==> config.mk <==
export PLATFORM = sky130hd
export DESIGN_NAME = title_char_loader
export DESIGN_NICKNAME = d
export VERILOG_FILES = /design/src/rtl/title_char_loader.sv
export SDC_FILE = /design/constraint.sdc
export NUM_CORES = 1
export LEC_CHECK = 0
export ABC_AREA = 1
export BUFFER_PORTS_ARGS = -buffer_cell sky130_fd_sc_hd__buf_4
export CAP_MARGIN = 20
export CELL_PAD_IN_SITES_DETAIL_PLACEMENT = 0
export CELL_PAD_IN_SITES_GLOBAL_PLACEMENT = 2
export CORE_MARGIN = 5
export CORE_UTILIZATION = 29
export CTS_CLUSTER_SIZE = 30
export DETAILED_ROUTE_END_ITERATION = 8
export GPL_ROUTABILITY_DRIVEN = 0
export GPL_TIMING_DRIVEN = 1
export PLACE_DENSITY = 0.78
export SYNTH_ARGS = -nofsm -noshare
export SYNTH_HDL_FRONTEND = slang
export SYNTH_SLANG_ARGS = --single-unit
==> constraint.sdc <==
create_clock -name clk -period 3 [get_ports clk]
set_input_delay 0.6 -clock clk [delete_from_list [all_inputs] [get_ports clk]]
set_output_delay 0.6 -clock clk [all_outputs]
set_load 0.005 [all_outputs]
==> src/rtl/title_char_loader.sv <==
// Loads a 12-character song title from a synchronous title ROM and presents
// it as registered 9-bit glyph codes char1..char12 with busy/title_valid.
module title_char_loader #(
    parameter int         SONG_BITS  = 2,
    parameter logic [8:0] BLANK_CODE = 9'h100
) (
    input  logic                   clk,
    input  logic                   reset,
    input  logic                   load,
    input  logic [SONG_BITS-1:0]   song_id,
    output logic [SONG_BITS+3:0]   rom_addr,
    input  logic [7:0]             rom_data,
    output logic [8:0]             char1,
    output logic [8:0]             char2,
    output logic [8:0]             char3,
    output logic [8:0]             char4,
    output logic [8:0]             char5,
    output logic [8:0]             char6,
    output logic [8:0]             char7,
    output logic [8:0]             char8,
    output logic [8:0]             char9,
    output logic [8:0]             char10,
    output logic [8:0]             char11,
    output logic [8:0]             char12,
    output logic                   busy,
    output logic                   title_valid
);

    typedef enum logic [1:0] {
        IDLE  = 2'd0,
        FETCH = 2'd1,
        LAST  = 2'd2,
        DONE  = 2'd3
    } state_t;

    localparam logic [3:0] LAST_IDX = 4'd11;

    state_t                 state_reg, state_next;
    logic [3:0]             idx_reg, idx_next;
    logic [SONG_BITS-1:0]   song_reg, song_next;
    logic                   term_reg, term_next;
    logic                   busy_reg, busy_next;
    logic                   valid_reg, valid_next;

    logic                   cap_en;
    logic [3:0]             cap_sel;
    logic [8:0]             glyph;
    logic                   byte_is_nul;
    logic [8:0]             cap_code;

    logic [8:0]             char_reg [12];
    logic [11:0]            char_we;

    // Letters of either case share the same low five bits (1..26), which is
    // exactly the glyph row index before the <<3 scaling.
    always_comb begin
        glyph = BLANK_CODE;
        if ((rom_data >= 8'h61 && rom_data <= 8'h7A) ||
            (rom_data >= 8'h41 && rom_data <= 8'h5A)) begin
            glyph = {1'b0, rom_data[4:0], 3'b000};
        end
    end

    assign byte_is_nul = (rom_data == 8'h00);
    assign cap_code    = (term_reg || byte_is_nul) ? BLANK_CODE : glyph;

    always_ff @(posedge clk or posedge reset) begin
        if (reset) begin
            state_reg <= IDLE;
            idx_reg   <= 4'd0;
            song_reg  <= '0;
            term_reg  <= 1'b0;
            busy_reg  <= 1'b0;
            valid_reg <= 1'b0;
        end else begin
            state_reg <= state_next;
            idx_reg   <= idx_next;
            song_reg  <= song_next;
            term_reg  <= term_next;
            busy_reg  <= busy_next;
            valid_reg <= valid_next;
        end
    end

    always_comb begin
        state_next = state_reg;
        idx_next   = idx_reg;
        song_next  = song_reg;
        term_next  = term_reg;
        busy_next  = busy_reg;
        valid_next = valid_reg;
        cap_en     = 1'b0;
        cap_sel    = idx_reg - 4'd1;

        case (state_reg)
            IDLE, DONE: begin
                if (load) begin
                    state_next = FETCH;
                    idx_next   = 4'd0;
                    song_next  = song_id;
                    term_next  = 1'b0;
                    busy_next  = 1'b1;
                    valid_next = 1'b0;
                end
            end

            FETCH: begin
                // rom_data lags the presented address by one cycle, so the
                // byte arriving now belongs to idx_reg-1.
                if (idx_reg != 4'd0) begin
                    cap_en    = 1'b1;
                    term_next = term_reg | byte_is_nul;
                end
                if (idx_reg == LAST_IDX) begin
                    state_next = LAST;
                end else begin
                    idx_next = idx_reg + 4'd1;
                end
            end

            LAST: begin
                cap_en     = 1'b1;
                cap_sel    = LAST_IDX;
                term_next  = term_reg | byte_is_nul;
                state_next = DONE;
                busy_next  = 1'b0;
                valid_next = 1'b1;
            end

            default: begin
                state_next = IDLE;
            end
        endcase
    end

    genvar gi;
    generate
        for (gi = 0; gi < 12; gi++) begin : g_char_we
            assign char_we[gi] = cap_en && (cap_sel == 4'(gi));
        end
    endgenerate

    always_ff @(posedge clk or posedge reset) begin
        if (reset) begin
            for (int i = 0; i < 12; i++) begin
                char_reg[i] <= BLANK_CODE;
            end
        end else begin
            for (int i = 0; i < 12; i++) begin
                if (char_we[i]) begin
                    char_reg[i] <= cap_code;
                end
            end
        end
    end

    // Address is built from registered state only; it holds after the load.
    assign rom_addr    = {song_reg, idx_reg};
    assign busy        = busy_reg;
    assign title_valid = valid_reg;

    assign char1  = char_reg[0];
    assign char2  = char_reg[1];
    assign char3  = char_reg[2];
    assign char4  = char_reg[3];
    assign char5  = char_reg[4];
    assign char6  = char_reg[5];
    assign char7  = char_reg[6];
    assign char8  = char_reg[7];
    assign char9  = char_reg[8];
    assign char10 = char_reg[9];
    assign char11 = char_reg[10];
    assign char12 = char_reg[11];

endmodule

==> impl_metrics.csv <==
group,metric,value,unit
power_and_ir_drop,switching_share,0.391,
logic_synthesis,netlist_instances,493,
status,status,"finished clean",
job,drv_cap,0,
grt,grt.overflow.total,0,
die,start_util,0.295,
cts,cts_resized,0,
drt,wl_per_cell,14.5,µm
logic_synthesis,synth_seq_cells,83,
grt,grt_max_degree,84,
cts,clk_pin_slew_worst_paths,0.07,ns
cts,cts_hold_buffers,0,
critical_path,start_kind,"register",
logic_synthesis,synth-async-reset-ratio,1.00,
logic_synthesis,yosys.area.top_type,"dfrtp_1",
die,core-area,13800,µm²
power_and_ir_drop,total_power,5.69,mW
timing,finalSetupTns,0,ns
drt,drc,0,
min_path,holdCritPathClass,"input pin to async pin",
logic_synthesis,synth_common_cells,"nand2_1, nand3_1, dfrtp_1, buf_4, inv_1",
power_and_ir_drop,ir_drop,0.432,mV
cts,cts_made_buffers,9,
logic_synthesis,synth_edf_count,0,
timing,tightest_slew,0.530,ns
grt,use_met1,0.189,
layout,antenna_cells,0,
critical_path,r2r-end,"char8[4]",
timing,hold_violations,0,
power_and_ir_drop,p_switching,2.23,mW
drt,drt_iter0_drc,169,
logic_synthesis,synth-main-ff-cell,"dfrtp_1",
logic_synthesis,syn_area,4080,µm²
timing,fin_skew,0.00969,ns
layout,drive_gt1_frac,0.245,
cts,root_buffer,"clkbuf_16",
die,die-height,129,µm
logic_synthesis,ys_seq_area_frac,0.512,
layout,fillCellCount,1465,
placed_design,hpwl,7850,µm
critical_path,r2r-start,"idx_reg[0]",
timing,timing.fmax,438,MHz
grt,gr-usage-all-layers,0.136,
timing,maxSlewViolCount,0,
critical_path,r2r_slack,0.72,ns
grt,use_met2,0.207,
cts,clock_sinks,83,
critical_path,slowest_stage,"dfrtp_1",
power_and_ir_drop,leakage,2.67,nW
drt,postRouteAntennaNets,0,
drt,wl,11200,µm
die,die_x,129,µm
timing,fin_crit,2.28,ns
timing,fin_ws,0.717,ns
power_and_ir_drop,power_density,1100,nW/µm²
grt,met3_usage,0.0228,
critical_path,critPathKind,"register to register",
timing,min_period_over_period,0.761,
critical_path,critical-path-max-stage-delay,0.46,ns
layout,area_growth,26.5,%
cts,cts_tree,"built",
power_and_ir_drop,pwr-share-clk,0.199,
cts,clock_latency,0.33,ns
logic_synthesis,synth_cell_types,28,
timing,slew_headroom,0.646,
grt,top_usage_layer,"met2",
power_and_ir_drop,combPwrFrac,0.440,
drt,vias_per_cell,4.35,
cts,htreeDepth,3,
die,die_area,16600,µm²
drt,num_vias,3366,
critical_path,crit_top_cell,"nand2_1",
power_and_ir_drop,p_int,3.46,mW
placed_design,port_buffers,92,
cts,clock_path_buffers,2,
logic_synthesis,yosysWarnings,0,
logic_synthesis,synth.avg_cell_area,8.28,µm²
grt,grt_pass1_vias,3332,
critical_path,cp_max_fo,22,
power_and_ir_drop,seqPwrFrac,0.361,
critical_path,r2r_cells,10,
timing,setup-violations-final,0,
placed_design,dp.cells,757,
die,ios,129,
layout,fin_nets,606,
grt,grt_pass1_wl,17600,µm
logic_synthesis,yosysMostFrequentCell,"nand2_1",
drt,drt_first_pass_iters,4,
critical_path,worstPathRequired,3.23,ns
critical_path,end_kind,"register",
critical_path,cpLargestDelayFamily,"simple AND/OR/NAND/NOR gates",
layout,fin_cells,773,
critical_path,critPathBufInv,3,
die,std_cell_rows,43,
timing,hold_ws,0.348,ns
timing,rsz0062_at_grt,"false",
logic_synthesis,yosysTopAreaCellShare,0.435,
grt,antenna_found_initial,0,
placed_design,dp_slack,0.700,ns
critical_path,critPathArrivalTime,2.51,ns
cts,post_cts_buffers,0,
logic_synthesis,ys_top_cells_by_area,"dfrtp_1, nand2_1, nand3_1",
critical_path,crit_chain,"inv_2 > ha_1 > inv_1 > nand2_1 > a21oi_2 > inv_1 > nor2_4 > nand2_1 > nand2_1 > nand2_1",
[layout make-up]
class	instances	area, µm²	share of cell area
clock buffers	10	239	0.0463
clock inverters	6	71.3	0.0138
inverters	38	144	0.0279
multi-input cells	350	1580	0.307
flip-flops and latches	83	2090	0.405
well taps	180	225	0.0436
repair buffers	106	808	0.157
[how the worst max path moves through the flow]
stage	cells after the start	endpoint	from	slack (ns)
3_3_place_gp	10	char6[6]	idx_reg[0]	0.74
3_5_place_dp	10	char8[5]	idx_reg[0]	0.70
5_1_grt	10	char8[4]	idx_reg[0]	0.43
4_1_cts	10	char8[5]	idx_reg[0]	0.69
2_1_floorplan	1	busy	reset	0.28
6_report	10	char8[4]	idx_reg[0]	0.72
[worst min-delay path: stages]
cell	delay [ns]
buf_4	0.11
clkinv_2	0.05
buf_12	0.33
[cell usage in the layout, fill, tap and decap left out]
master      Yosys  layout
nand2_1       171     171
buf_4          40     105
nand3_1        82      82
dfrtp_1        71      71
conb_1          1      36
inv_1          36      35
nor2_1         19      19
o21bai_1       12      12
dfstp_2        12      12
clkbuf_16       0       9
o21ai_0         6       6
ha_1            5       5
a21oi_1         3       3
inv_2           2       2
nor2_2          2       2
nor3_1          2       2
nand4_1         2       2
xor2_1          2       2
clkinvlp_4      0       2
inv_6           0       2
a21oi_2         1       1
nand3_2         1       1
nand3_4         1       1
a31oi_1         1       1
a31o_2          1       1
or2_2           1       1
nor2_4          1       1
clkinv_2        0       1
o22ai_1         1       1
clkinv_4        0       1
clkbuf_8        0       1
bufinv_16       0       1
buf_12          0       1
[through the flow]
step                      cell area, µm²   util
after global placement              4850  0.351
final                               5160  0.373
after global routing                5160  0.373
after floorplan                     4210      -
after CTS                           5160  0.373
after detailed placement            4850  0.351
[metal layers]
| layer | wire (µm) | up-vias |
|---|---|---|
| li1 | - | 1677 |
| met3 | 726 | 15 |
| met5 | 0 | - |
| met2 | 4970 | 104 |
| met1 | 5210 | 1570 |
| met4 | 257 | 0 |
[logic make-up after synthesis]
family	Yosys count	share of synthesized area
buf+inv	95	0.132
other cells	1	0.000919
compound gates	25	0.0405
flops	83	0.512
xor+xnor	2	0.00429
fa+ha+maj	5	0.0153
simple gates	282	0.295
[power groups by stage]
stage / logic [mW] / registers [mW] / clock network, mW
5_1_grt: 2.85 / 2.11 / 1.21
6_report: 2.50 / 2.05 / 1.13
4_1_cts: 2.55 / 2.06 / 1.17
3_5_place_dp: 2.55 / 2.07 / 0
3_3_place_gp: 2.52 / 2.07 / 0
2_1_floorplan: 1.46 / 2.01 / 0
(Power assumes the default switching activity.)
